==> config.mk <==
export PLATFORM = sky130hd
export DESIGN_NAME = vga_timing_pipe
export DESIGN_NICKNAME = d
export VERILOG_FILES = /design/src/rtl/vga_timing_pipe.sv
export SDC_FILE = /design/constraint.sdc
export NUM_CORES = 1
export LEC_CHECK = 0
export CORE_MARGIN = 3
export CORE_UTILIZATION = 43
export DETAILED_ROUTE_END_ITERATION = 6
export GPL_ROUTABILITY_DRIVEN = 0
export PLACE_DENSITY_LB_ADDON = 0.05
export RECOVER_POWER = 100
export SYNTH_ARGS = -nofsm -noshare
export SYNTH_HDL_FRONTEND = slang
export SYNTH_SLANG_ARGS = --single-unit
==> constraint.sdc <==
create_clock -name clk -period 2 [get_ports clk]
set_input_delay 0.4 -clock clk [delete_from_list [all_inputs] [get_ports clk]]
set_output_delay 0.4 -clock clk [all_outputs]
set_load 0.01 [all_outputs]
==> src/rtl/vga_timing_pipe.sv <==
// Parametrised VGA/XGA timing generator with a display-stage delay line.
// Pixel coordinates are issued PIPE_LAT cycles ahead of the display stage.
// This lets a pipelined colour source line up with the blanking and sync outputs.
module vga_timing_pipe #(
    parameter int unsigned COLOR_DEPTH = 8,
    parameter int unsigned H_ACTIVE    = 1024,
    parameter int unsigned H_FRONT     = 24,
    parameter int unsigned H_SYNC      = 136,
    parameter int unsigned H_BACK      = 160,
    parameter int unsigned V_ACTIVE    = 768,
    parameter int unsigned V_FRONT     = 3,
    parameter int unsigned V_SYNC      = 6,
    parameter int unsigned V_BACK      = 29,
    parameter bit          H_SYNC_POL  = 1'b0,
    parameter bit          V_SYNC_POL  = 1'b0,
    parameter int unsigned PIPE_LAT    = 2,
    parameter int unsigned SCALE_LOG2  = 0,
    parameter int unsigned FRAME_CNT_W = 16
) (
    input  logic                                      clk,
    input  logic                                      reset_n,
    input  logic                                      enable,
    input  logic [3*COLOR_DEPTH-1:0]                  rgb_in,
    output logic [$clog2(H_ACTIVE>>SCALE_LOG2)-1:0]   x_pixel,
    output logic [$clog2(V_ACTIVE>>SCALE_LOG2)-1:0]   y_pixel,
    output logic                                      pix_req,
    output logic [COLOR_DEPTH-1:0]                    vga_r_out,
    output logic [COLOR_DEPTH-1:0]                    vga_g_out,
    output logic [COLOR_DEPTH-1:0]                    vga_b_out,
    output logic                                      vga_clk,
    output logic                                      vga_blank_n,
    output logic                                      vga_sync_n,
    output logic                                      vga_hs,
    output logic                                      vga_vs,
    output logic                                      line_start,
    output logic                                      frame_start,
    output logic                                      refresh,
    output logic [FRAME_CNT_W-1:0]                    frame_count,
    output logic                                      running
);

    localparam int unsigned XW       = $clog2(H_ACTIVE >> SCALE_LOG2);
    localparam int unsigned YW       = $clog2(V_ACTIVE >> SCALE_LOG2);
    localparam int unsigned H_TOTAL  = H_ACTIVE + H_FRONT + H_SYNC + H_BACK;
    localparam int unsigned V_TOTAL  = V_ACTIVE + V_FRONT + V_SYNC + V_BACK;
    localparam int unsigned HW       = $clog2(H_TOTAL);
    localparam int unsigned VW       = $clog2(V_TOTAL);
    localparam int unsigned HS_START = H_ACTIVE + H_FRONT;
    localparam int unsigned HS_END   = HS_START + H_SYNC;
    localparam int unsigned VS_START = V_ACTIVE + V_FRONT;
    localparam int unsigned VS_END   = VS_START + V_SYNC;

    // Per-position control bits; hs/vs are "sync active", polarity is applied at the pins.
    typedef struct packed {
        logic blank_n;
        logic hs;
        logic vs;
        logic ls;
        logic fs;
        logic rf;
    } ctl_t;

    logic [HW-1:0] ctr_h_q, ctr_h_d;
    logic [VW-1:0] ctr_v_q, ctr_v_d;
    logic          running_q, running_d;
    logic          h_last, v_last, h_act, v_act;

    ctl_t          ctl_d;
    ctl_t          pipe_q [PIPE_LAT+1];
    ctl_t          last;
    logic [XW-1:0] x_d, x_q;
    logic [YW-1:0] y_d, y_q;

    logic                   blank_q, hs_q, vs_q, ls_q, fs_q, rf_q;
    logic [COLOR_DEPTH-1:0] r_q, g_q, b_q;
    logic [FRAME_CNT_W-1:0] fc_q;

    assign h_last = (32'(ctr_h_q) == H_TOTAL - 1);
    assign v_last = (32'(ctr_v_q) == V_TOTAL - 1);
    assign h_act  = (32'(ctr_h_q) < H_ACTIVE);
    assign v_act  = (32'(ctr_v_q) < V_ACTIVE);

    // Counter advance and run control; a stop request only takes effect at the frame wrap.
    always_comb begin
        ctr_h_d   = ctr_h_q;
        ctr_v_d   = ctr_v_q;
        running_d = running_q;
        if (!running_q) begin
            ctr_h_d   = '0;
            ctr_v_d   = '0;
            running_d = enable;
        end else if (h_last) begin
            ctr_h_d = '0;
            if (v_last) begin
                ctr_v_d   = '0;
                running_d = enable;
            end else begin
                ctr_v_d = ctr_v_q + 1'b1;
            end
        end else begin
            ctr_h_d = ctr_h_q + 1'b1;
        end
    end

    // Control bits and coordinates for the current counter position.
    always_comb begin
        ctl_d.blank_n = running_q & h_act & v_act;
        ctl_d.hs      = running_q & (32'(ctr_h_q) >= HS_START) & (32'(ctr_h_q) < HS_END);
        ctl_d.vs      = running_q & (32'(ctr_v_q) >= VS_START) & (32'(ctr_v_q) < VS_END);
        ctl_d.ls      = running_q & (ctr_h_q == '0) & v_act;
        ctl_d.fs      = running_q & (ctr_h_q == '0) & (ctr_v_q == '0);
        ctl_d.rf      = running_q & (ctr_h_q == '0) & (32'(ctr_v_q) == V_ACTIVE);
        x_d           = ctl_d.blank_n ? XW'(ctr_h_q >> SCALE_LOG2) : '0;
        y_d           = ctl_d.blank_n ? YW'(ctr_v_q >> SCALE_LOG2) : '0;
    end

    // Counters, run flag, issue stage and the delay line matching the source latency.
    always_ff @(posedge clk) begin
        if (!reset_n) begin
            ctr_h_q   <= '0;
            ctr_v_q   <= '0;
            running_q <= 1'b0;
            x_q       <= '0;
            y_q       <= '0;
            for (int unsigned i = 0; i <= PIPE_LAT; i++) begin
                pipe_q[i] <= '0;
            end
        end else begin
            ctr_h_q   <= ctr_h_d;
            ctr_v_q   <= ctr_v_d;
            running_q <= running_d;
            x_q       <= x_d;
            y_q       <= y_d;
            pipe_q[0] <= ctl_d;
            for (int unsigned i = 1; i <= PIPE_LAT; i++) begin
                pipe_q[i] <= pipe_q[i-1];
            end
        end
    end

    assign last = pipe_q[PIPE_LAT];

    // Display register: rgb_in arrives in the same cycle as the last delay stage.
    always_ff @(posedge clk) begin
        if (!reset_n) begin
            blank_q <= 1'b0;
            hs_q    <= ~H_SYNC_POL;
            vs_q    <= ~V_SYNC_POL;
            ls_q    <= 1'b0;
            fs_q    <= 1'b0;
            rf_q    <= 1'b0;
            r_q     <= '0;
            g_q     <= '0;
            b_q     <= '0;
            fc_q    <= '0;
        end else begin
            blank_q <= last.blank_n;
            hs_q    <= last.hs ? H_SYNC_POL : ~H_SYNC_POL;
            vs_q    <= last.vs ? V_SYNC_POL : ~V_SYNC_POL;
            ls_q    <= last.ls;
            fs_q    <= last.fs;
            rf_q    <= last.rf;
            r_q     <= last.blank_n ? rgb_in[3*COLOR_DEPTH-1:2*COLOR_DEPTH] : '0;
            g_q     <= last.blank_n ? rgb_in[2*COLOR_DEPTH-1:COLOR_DEPTH] : '0;
            b_q     <= last.blank_n ? rgb_in[COLOR_DEPTH-1:0] : '0;
            if (last.fs) begin
                fc_q <= fc_q + 1'b1;
            end
        end
    end

    assign x_pixel     = x_q;
    assign y_pixel     = y_q;
    assign pix_req     = pipe_q[0].blank_n;
    assign vga_r_out   = r_q;
    assign vga_g_out   = g_q;
    assign vga_b_out   = b_q;
    assign vga_clk     = clk;
    assign vga_blank_n = blank_q;
    assign vga_sync_n  = 1'b1;
    assign vga_hs      = hs_q;
    assign vga_vs      = vs_q;
    assign line_start  = ls_q;
    assign frame_start = fs_q;
    assign refresh     = rf_q;
    assign frame_count = fc_q;
    assign running     = running_q;

endmodule

==> results.tsv <==
stage	metric	value	unit
run_status	status	completed	
sta	slew_viol_final	0	
yosys	async_flop_share	0	%
critical_path	cpMaxStageDelayCell	or4_4	
yosys	synth_cells	366	
clocking	clk_pin_slew	0.10	ns
sta	setup_ws	0.0622	ns
final_layout	final_cell_count_no_fill	589	
clocking	insertion_delay	0.47	ns
floorplanning	rows	33	
yosys	yosys_warnings	0	
yosys	syn_avg_cell_area	10.0	µm²
power	p_int	2.93	mW
yosys	syn-cell-area	0.00367	mm²
placement	dpl_cell_area	0.00484	mm²
floorplanning	die-area	0.00967	mm²
placement	dp.cells	568	
yosys	synth_edf_count	0	
routing	wire_per_inst	13.2	µm
sta	max_freq	0.516	GHz
final_layout	antenna_cells	0	
sta	setup_viol	0	
critical_path	path_class	reg -> reg	
placement	place_ws	-0.0435	ns
final_layout	final_common_cell	dfxtp_1	
final_layout	finalNetCount	513	
min_path	worstHoldPathType	reg -> reg	
power	p_comb_share	3.6	%
placement	port_buffers	95	
yosys	ys_ff_latch	106	
yosys	ys_top_cells_by_area	dfxtp_1 58%, and2_1 6.8%, and3_1 4.4%	
sta	post-route-min-period	1.94	ns
critical_path	path_max_fanout	6	
floorplanning	die_w	98.4	µm
critical_path	startpoint_type	flop	
critical_path	crit_path_end_kind	flop	
power	p_sw_share	23.0	%
clocking	cts_tree	built	
power	p_sw	877	µW
yosys	ys_types	36	
final_layout	final_cell_area	0.00506	mm²
grt	grt_first_pass_wirelength	13100	µm
routing	route.detailed.drc	0	
final_layout	utilization	61.3	%
floorplanning	die_y	98.4	µm
sta	fin_crit_sh	96.9	%
grt	grt_pass1_vias	2781	
routing	initialDrtViolationCount	77	
sta	tightest_slew	0.634	ns
power	p_seq_share	56.1	%
routing	drtAntennaViolNets	0	
critical_path	arrival	2.35	ns
power	worst_ir_drop_vdd	0.000414	V
sta	rsz0062_at_grt	false	
routing	vias	2834	
final_layout	num-fill-cells	755	
critical_path	crit_required	2.41	ns
routing	drt_first_pass_iters	4	
yosys	dominantRegCellSynth	dfxtp_1	
grt	grt_start_max_net_pins	47	
power	p_leak	2.11	nW
clocking	cts_hold_buffers	0	
final_layout	mostFrequentLayoutCells	104 x dfxtp_1, 63 x dlygate4sd3_1, 31 x nor2_1, 31 x clkdlybuf4s50_1, 26 x and3_1	
final_layout	area.growth.synth_to_final	38.1	%
yosys	ys_seq_area_share	57.9	%
sta	worst_hold_slack	0.371	ns
grt	grt_usage	16.7	%
floorplanning	initial_utilization	44.4	%
sta	maxSlewHeadroom	57.8	%
grt	grt_overflow	0	
floorplanning	core_area	0.00826	mm²
critical_path	cp_slowest_stage_delay	0.54	ns
yosys	synth_area_leader_cell	dfxtp_1	
sta	hold_violations	0	
final_layout	final_layout_size_suffix_gt1_share	8.68	%
sta	finClkSkew	0.0124	ns
yosys	synthesis.nets	400	
flow_run	maxCapViolCount	0	
critical_path	cpMostUsedCell	or4_4	
power	clkPwrFrac	40.2	%
power	power_density	753	mW/mm²
floorplanning	pin_count	97	
critical_path	path_cells	or3b_1 -> or4_4 -> or4_4 -> a21oi_2	
routing	via_per_inst	4.81	
routing	detail_route.wirelength	7770	µm
grt	antenna_found_initial	0	
placement	hpwlAfterDp	5500	µm
yosys	synth_top_area_share	57.9	%
[metal layers]
layer,global-route usage [%],vias to the layer above,part of all wire (%)
met5,0,-,0
met4,6.30,0,1.7
met3,6.29,14,6.0
met2,26.3,91,47
met1,20.7,1275,46
li1,-,1454,-
[power by group through the flow]
stage / logic [mW] / registers, mW / clock network [mW]
2_1_floorplan: 0.0517 / 2.19 / 0.0412
4_1_cts: 0.155 / 2.14 / 1.60
6_report: 0.138 / 2.14 / 1.53
3_5_place_dp: 0.154 / 2.19 / 0.0509
3_3_place_gp: 0.153 / 2.19 / 0.0509
5_1_grt: 0.152 / 2.14 / 1.67
[Yosys cell counts (3+ instances only)]
library cell	instances
a21oi_1	8
and2_1	40
and3_1	26
and4_1	4
clkbuf_1	17
dfxtp_1	106
ha_1	7
inv_1	7
mux2i_1	3
nand2_1	23
nand3_1	13
nand4_1	7
nor2_1	31
nor3_1	6
nor4_1	4
nor4b_1	3
o21ai_0	8
o31ai_1	3
or3_1	7
or4_1	5
xnor2_1	15
xor2_1	6
[per-stage QoR]
stage | power, mW | setup TNS [ns]
6_report | 3.81 | 0
5_1_grt | 3.97 | 0
4_1_cts | 3.90 | 0
3_5_place_dp | 2.39 | -0.0435
3_3_place_gp | 2.39 | 0
2_1_floorplan | 2.28 | 0
[worst paths after layout]
path	cells after the start	to	from	slack, ns
worst min register to register	1	vga_vs$_SDFF_PN1_	pipe_q[0][15]$_SDFF_PN0_	0.37
worst max-delay path	4	ctr_v_q[5]$_SDFFE_PN0N_	ctr_h_q[9]$_SDFF_PP0_	0.06
worst min-delay path	1	vga_vs$_SDFF_PN1_	pipe_q[0][15]$_SDFF_PN0_	0.37
worst max register to register	4	ctr_v_q[5]$_SDFFE_PN0N_	ctr_h_q[9]$_SDFF_PP0_	0.06
[worst max-delay path: cells and delay by family, from the launching register on]
kind / cells / cell delay [ns]
flops: 1 / 0.32
simple gates: 3 / 1.42
compound gates: 1 / 0.15
[layout make-up]
| cell class | instances | area [µm²] | share of cell area (%) |
|---|---|---|---|
| Sequential cell | 106 | 2120 | 41.9 |
| Multi-Input combinational cell | 231 | 1430 | 28.2 |
| Timing Repair Buffer | 120 | 1100 | 21.7 |
| Clock buffer | 13 | 173 | 3.41 |
| Tap cell | 105 | 131 | 2.59 |
| Clock inverter | 7 | 82.6 | 1.63 |
| Inverter | 7 | 26.3 | 0.519 |
[logic make-up after synthesis]
family | share of synthesized area, %
mux | 0.819
simple gates | 26.5
compound gates | 3.86
xor+xnor | 5.02
fa+ha+maj | 2.39
buf+inv | 3.45
other cells | 0.102
flops | 57.9
[repair_timing]
item,in CTS,in global routing
pin swaps,1,0
resized for setup,2,3
endpoints found under the setup margin,4,4
setup buffers,2,0
[flip-flops by register name, summed over array words and instances (netlist names), 8 cells and up]
register,cells
vga_g_out,8
ctr_h_q,11
pipe_q,18
vga_b_out,8
x_pixel,10
frame_count,16
vga_r_out,8
y_pixel,10
ctr_v_q,10
Note: power is estimated with default switching activity, not from simulation.
